`src/rtl/fifo_srlp_pkg.sv`:
```
// fifo_srlp_pkg: shared fifo_srlp constants and depth/threshold helpers
package fifo_srlp_pkg;
  localparam int DEF_W = 6;
  localparam int DEF_AW = 4;
  localparam int DEF_AE = 1;
  function automatic int depth(input int aw);
    return 2 ** aw;
  endfunction
  function automatic int def_af(input int aw);
    return depth(aw) - 2;
  endfunction
endpackage

```
`src/rtl/fifo_srlp_srl.sv`:
```
// srl_array: reset-free shift register, d shifts into entry 0 on ce, y = entry a
module srl_array #(
  parameter int W = 6,
  parameter int AW = 4
) (
  input  logic          clk,
  input  logic          ce,
  input  logic [W-1:0]  d,
  input  logic [AW-1:0] a,
  output logic [W-1:0]  y
);
  logic [W-1:0] mem [2**AW];
  always_ff @(posedge clk) begin
    if (ce) begin
      mem[0] <= d;
      for (int i = 1; i < 2**AW; i++) mem[i] <= mem[i-1];
    end
  end
  assign y = mem[a];
endmodule

```
`src/rtl/fifo_srlp.sv`:
```
// fifo_srlp: shift-register fifo; in clk rst clr pdi iv oe, out pdo ov empty full aempty afull cnt ovf udf
module fifo_srlp import fifo_srlp_pkg::*; #(
  parameter int W = DEF_W,
  parameter int AW = DEF_AW,
  parameter int AF = def_af(AW),
  parameter int AE = DEF_AE
) (
  input  logic          clk,
  input  logic          rst,
  input  logic          clr,
  input  logic [W-1:0]  pdi,
  input  logic          iv,
  input  logic          oe,
  output logic [W-1:0]  pdo,
  output logic          ov,
  output logic          empty,
  output logic          full,
  output logic          aempty,
  output logic          afull,
  output logic [AW:0]   cnt,
  output logic          ovf,
  output logic          udf
);
  localparam int DEPTH = depth(AW);
  localparam logic [AW:0] DV = DEPTH[AW:0];
  localparam logic [AW:0] AFV = AF[AW:0];
  localparam logic [AW:0] AEV = AE[AW:0];
  localparam logic [AW:0] ONE = {{AW{1'b0}}, 1'b1};
  if (AE < 0 || AE >= AF || AF > DEPTH) begin : g_bad_param
    $error("fifo_srlp: need 0 <= AE < AF <= DEPTH");
  end
  logic we;
  logic [AW:0] cm1;
  assign we = iv & ~full;
  assign ov = oe & ~empty;
  assign empty = cnt == '0;
  assign full = cnt == DV;
  assign afull = cnt >= AFV;
  assign aempty = cnt <= AEV;
  assign cm1 = cnt - ONE;
  always_ff @(posedge clk) begin
    if (rst || clr) begin
      cnt <= '0;
      ovf <= 1'b0;
      udf <= 1'b0;
    end else begin
      cnt <= (we & ~ov) ? cnt + ONE : (ov & ~we) ? cm1 : cnt;
      ovf <= ovf | (iv & full);
      udf <= udf | (oe & empty);
    end
  end
  srl_array #(.W(W), .AW(AW)) u_srl (
    .clk(clk),
    .ce(we),
    .d(pdi),
    .a(cm1[AW-1:0]),
    .y(pdo)
  );
endmodule

```
`config.mk`:
```
export PLATFORM = sky130hd
export DESIGN_NAME = fifo_srlp
export DESIGN_NICKNAME = d
export VERILOG_FILES = /design/src/rtl/fifo_srlp_pkg.sv /design/src/rtl/fifo_srlp_srl.sv /design/src/rtl/fifo_srlp.sv
export SDC_FILE = /design/constraint.sdc
export NUM_CORES = 1
export LEC_CHECK = 0
export BUFFER_PORTS_ARGS = -buffer_cell sky130_fd_sc_hd__buf_2
export CORE_ASPECT_RATIO = 1.1
export CORE_UTILIZATION = 33
export DETAILED_ROUTE_END_ITERATION = 16
export PLACE_DENSITY_LB_ADDON = 0.05
export SLEW_MARGIN = 10
export SYNTH_ARGS = -nofsm -noshare
export SYNTH_HDL_FRONTEND = slang
export SYNTH_SLANG_ARGS = --single-unit
```
`constraint.sdc`:
```
create_clock -name clk -period 6.5 [get_ports clk]
set_input_delay 1.3 -clock clk [delete_from_list [all_inputs] [get_ports clk]]
set_output_delay 1.3 -clock clk [all_outputs]
set_load 0.01 [all_outputs]
```
Word-level counts from Yosys, hierarchy flattened
Memory sizes are Yosys's and may differ from the RTL's.
Index checks and enable logic that the tools add are counted.
- register bits: 7
- memories kept: 1
- RAM bits: 96
- output and inout bits: 18
- input port bits: 11
- memory list (name ; depth ; bits a word ; read ports ; clocked after Yosys merged registers in ; write ports ; RTL line ; text):
    u_srl.mem ; 16 ; 6 ; 16 ; 0 ; 16 ; fifo_srlp_srl.sv:12 ; logic [W-1:0] mem [2**AW];
- reduce and logical (&&, ||, !) cells: 3
- equal/unequal tests: 1
- magnitude comparators: 2
- $add $sub $neg: 2
- muxes and demuxes: 4
- bitwise gates (word level): 12
- operators with widths (cell ; count):
    $mux 5 ; 2
    $and 1x1->1 ; 6
    $add 5x1->5 const B ; 1
    $eq 5x5->1 const B ; 1
    $ge 5x4->1 const B ; 1
    $le 5x1->1 const B ; 1
    $logic_not 5->1 ; 1
    $sub 5x1->5 const B ; 1
    $not 1->1 ; 4
    $mux 1 ; 2
    $or 1x1->1 ; 2
    $reduce_bool 2->1 ; 1
    $logic_or 1x1->1 ; 1

Depth between registers and ports, before layout
- depth in word-level cells: 7
- gate-level depth with buffers: 13
- depth with buffers taken out: 10

Hierarchy
A second synthesis with hierarchy kept.
- cell total of the unflattened synthesis: 207
- area total of the unflattened synthesis: 4159.0 um^2
- modules (own cells, without submodules) (module ; cells each ; instances ; area an instance (um^2)):
    srl_array ; 149 ; 1 ; 3664.8
    fifo_srlp ; 58 ; 1 ; 494.2

Worst setup path after synthesis
Ideal clock, no wire load.
- path type: reg-to-reg
- start: register cnt[0]
- end: register cnt[3]
- arrival time: 6.983 ns
- cell stages (with the launch flop): 14
- slack: -0.606 ns
- clock period less this slack: 7.106 ns
- library setup time: 0.122 ns
- data required time: 6.378 ns
- buffers on the path: 3
- cells stage by stage: dfxtp_1 > buf_4 > buf_4 > inv_1 > ha_1 > or3b_2 > nor2_1 > nor2b_1 > ha_1 > clkbuf_1 > nand4_1 > a21oi_1 > xnor2_1 > nor2_1
- longest elaborated chain between the ends: 6
- elaborated cells on any way between the ends: 15
- classes of those cells: 2 x add/sub; 1 x eq/ne; 2 x mux; 8 x bitwise; 2 x reduce/logical
- RTL lines (item ; RTL line ; text):
    start, declared ; fifo_srlp.sv:20 ; output logic [AW:0] cnt,
    start signal, assigned ; fifo_srlp.sv:47 ; cnt <= (we & ~ov) ? cnt + ONE : (ov & ~we) ? cm1 : cnt;
    $eq 5x5->1 (*) ; fifo_srlp.sv:37 ; assign full = cnt == DV;
    net full ; fifo_srlp.sv:17 ; output logic full,
    $not 1->1 (*) ; fifo_srlp.sv:34 ; assign we = iv & ~full;
    $and 1x1->1 (*) ; fifo_srlp.sv:34 ;
    net u_srl.ce ; fifo_srlp_srl.sv:7 ; input logic ce,
    $not 1->1 ; fifo_srlp.sv:47 ;
    $and 1x1->1 ; fifo_srlp.sv:47 ;
    $reduce_bool 2->1 (no line) ; n/a ;
Mark *: on every way through the listed nets, which the timed path passes. The rest lies on a longest branch. The select of a mux whose other input is x is not followed.
A chain may end at the register's enable or synchronous reset.

Worst setup path in the final report
- start: register cnt[0]
- end: output port pdo[3]
- longest elaborated chain between the ends: 2
- RTL lines (item ; RTL line ; text):
    $sub 5x1->5 ; fifo_srlp.sv:40 ; assign cm1 = cnt - ONE;
    $mem_v2 16x6 ; n/a ;
    end, declared ; fifo_srlp.sv:14 ; output logic [W-1:0] pdo,
No other way between the ends.

==> impl_metrics.json <==
{
  "status": "completed",
  "wl_met1_mm": 3.96,
  "drive_above_1_share_pct": 18.0,
  "synthMuxAreaShare_pct": 10.5,
  "fp.dieW_um": 110,
  "cts_setup_buffers": 0,
  "report.final.hold_viol_count": 0,
  "n_antenna_cell": 0,
  "max_stage_delay_ps": 970,
  "synthAdderAreaFrac_pct": 1.48,
  "netlist_top_cells_count": "96 x edfxtp_1, 38 x nand2_1, 30 x mux2i_1, 17 x nor2_1, 12 x nand3_1",
  "num_rows": 43,
  "start_util_pct": 33.7,
  "r2r-start": "cnt[0]$_SDFFE_PP0P_",
  "hp-class": "reg2reg",
  "via_per_inst": 4.90,
  "routed-wl-met2_mm": 3.32,
  "synth-seq-cells": 103,
  "p_leak_nw": 1.74,
  "drtAntennaViolNets": 0,
  "startpoint": "cnt[0]$_SDFFE_PP0P_",
  "netlist_area_um2": 4230,
  "p_switching_w": 0.000526,
  "synth.distinct_cells": 35,
  "stdcell_area_um2": 4800,
  "arrival_ps": 3680,
  "ios": 29,
  "yosysWarnings": 0,
  "numCtsBuffers": 9,
  "yosysMostFrequentCell": "edfxtp_1",
  "worst-setup-path-type": "reg2out",
  "grt_max_degree": 80,
  "gp_congestion": 0.683,
  "port_buffers": 28,
  "wl_mm": 7.65,
  "overflow": 0,
  "synth-compound-area-share_pct": 4.05,
  "dp_hpwl_mm": 4.73,
  "period_minus_slack_ps": 4980,
  "cts-resized-gates": 0,
  "cts-hold-fix-buffers": 0,
  "period_share_pct": 76.6,
  "end_kind": "primary output",
  "grt_use_total_pct": 12.6,
  "synth_edf_count": 96,
  "max_cap_viol_count": 0,
  "core_area_um2": 12500,
  "slew_violations": 0,
  "pwr-share-seq_pct": 48.0,
  "drc": 0,
  "wl_per_cell_um": 16.6,
  "cts_num_sinks": 103,
  "critPathMaxFanout": 35,
  "final_core_util_pct": 38.3,
  "area_growth_pct": 13.6,
  "power_frac_clock_pct": 28.5,
  "dieArea_um2": 13300,
  "swShare_pct": 28.8,
  "postSynthCellCount": 273,
  "hold_depth": 0,
  "antenna_found_initial": 0,
  "avgSynthCellArea_um2": 15.5,
  "dr.pass1.iters": 4,
  "r2r_cells": 6,
  "clkTransAtPathRegs_ps": 70,
  "synth_xor_area_share_pct": 1.80,
  "async_flop_share_pct": 0,
  "yosys-top-cells-area": "edfxtp_1 68%, mux2i_1 7.1%, nand2_1 3.4%",
  "dr.max_layer_used": "met4",
  "synth_top_family_by_area": "multiplexers",
  "synth_top_area_cell": "edfxtp_1",
  "timing.clock.skew_ps": 3.79,
  "drtIter0Drc": 100,
  "rsz0062_at_grt": "false",
  "synth_top_area_share_pct": 68.2,
  "power.internal_w": 0.00130,
  "clk_latency_ps": 340,
  "worstMarginPinSlew_ps": 1100,
  "grt_pass1_vias": 2170,
  "wl_met3_um": 207,
  "min_from": "u_srl.mem[9][5]$_DFFE_PP_",
  "fmax_mhz": 201,
  "h-tree-depth": 3,
  "ys_seq_area_share_pct": 71.5,
  "setup_tns_ps": 0,
  "root_buffer": "clkbuf_16",
  "crit_path_start_kind": "register",
  "synth_simple_gate_area_share_pct": 8.37,
  "pwr-share-comb_pct": 23.5,
  "vias": 2262,
  "nets": 316,
  "setup_viol": 0,
  "p_per_area_nw_per_um2": 380,
  "placed_area_um2": 4510,
  "max_slew_margin_pct": 26.1,
  "grt_pass1_wl_mm": 12.2,
  "critical_path.cell_chain": "inv_1 > ha_1 > xor2_2 > buf_4 > mux2i_1 > a32oi_1 > a41o_1 > buf_2",
  "slowest_stage": "dfxtp_2",
  "cts_buffer_depth": 2,
  "fp.dieH_um": 121,
  "synth_ff_type": "edfxtp_1",
  "cts_tree": "built",
  "ir_drop_uv": 126,
  "synth_fp_nets": 289,
  "required_ps": 5200
}
==> worst max-delay path: cells and delay by family (launching register included) <==
kind / cells / cell delay [ps]
buf+inv: 3 / 620
xor+xnor: 1 / 840
mux: 1 / 190
flops: 1 / 970
fa+ha+maj: 1 / 350
compound gates: 2 / 340
==> final cells by class <==
type                       instances  area (um^2)
fill                            1183         7730
timing repair buffer              31          163
clock inverter                     7         63.8
inverter                           4         15.0
multi-input combinational        151         1110
clock buffer                       9          225
sequential                       103         3020
tap                              157          196
==> registers in the layout, indices dropped and copies added, names as in the netlist <==
signal and cells:
u_srl.mem 96, udf 1, ovf 1, cnt 5
==> metal layers <==
| metal | global-route usage (%) | up-vias |
|---|---|---|
| met5 | 0 | - |
| met4 | 7.00 | 0 |
| met3 | 2.16 | 11 |
| met2 | 17.1 | 35 |
| met1 | 18.8 | 1128 |
| li1 | - | 1088 |
==> path summary, 6_finish.rpt <==
path,slack (ps),to
hold reg to reg,450,u_srl.mem[10][5]$_DFFE_PP_
setup reg to reg,2790,u_srl.mem[12][4]$_DFFE_PP_
setup / recovery,1520,pdo[3]
hold / removal,450,u_srl.mem[10][5]$_DFFE_PP_
==> kinds of logic after synthesis <==
kind of cell / count (synthesis)
muxes: 36
buffers and inverters: 19
adders and majority gates: 5
xor gates and xnor gates: 7
and+or+nand+nor: 80
DFF: 103
AOI/OAI and AO/OA: 23
==> metrics by stage <==
| stage | instances | total power (W) | hold slack, ps | setup slack (ps) |
|---|---|---|---|---|
| global route | 462 | 0.00193 | 461 | 1240 |
| global placement | 446 | 0.00133 | 430 | 1900 |
| detailed placement | 446 | 0.00133 | 431 | 1850 |
| CTS | 462 | 0.00186 | 446 | 1470 |
| floorplan | 273 | 0.00119 | 426 | 1360 |
| finish | 462 | 0.00183 | 448 | 1520 |
==> power groups by stage <==
stage               clock (W)  combinational [W]  sequential (W)
floorplan                   0           0.000327        0.000864
global placement            0           0.000439        0.000890
detailed placement          0           0.000436        0.000891
CTS                  0.000541           0.000437        0.000877
global route         0.000561           0.000478        0.000888
finish               0.000521           0.000428        0.000876
==> placed cells by master (no fill, tap or decap), types with 2 or more instances in the layout <==
cell / Yosys / final
clkinv_1: 0 / 2
xor2_1: 3 / 3
o21ai_0: 2 / 2
a21oi_1: 7 / 7
nand2_1: 38 / 38
ha_1: 5 / 5
clkbuf_16: 0 / 9
dfxtp_1: 7 / 6
mux4_2: 4 / 4
nor2b_1: 3 / 2
a41o_1: 6 / 6
a32oi_1: 6 / 6
nand3_1: 12 / 12
buf_4: 4 / 3
edfxtp_1: 96 / 96
xnor2_1: 2 / 2
mux2i_1: 30 / 30
inv_1: 4 / 4
nand4_1: 2 / 2
mux4_1: 2 / 2
clkinv_2: 0 / 2
buf_2: 4 / 28
nor2_1: 17 / 17
Note: power is estimated with default switching activity, not from simulation.
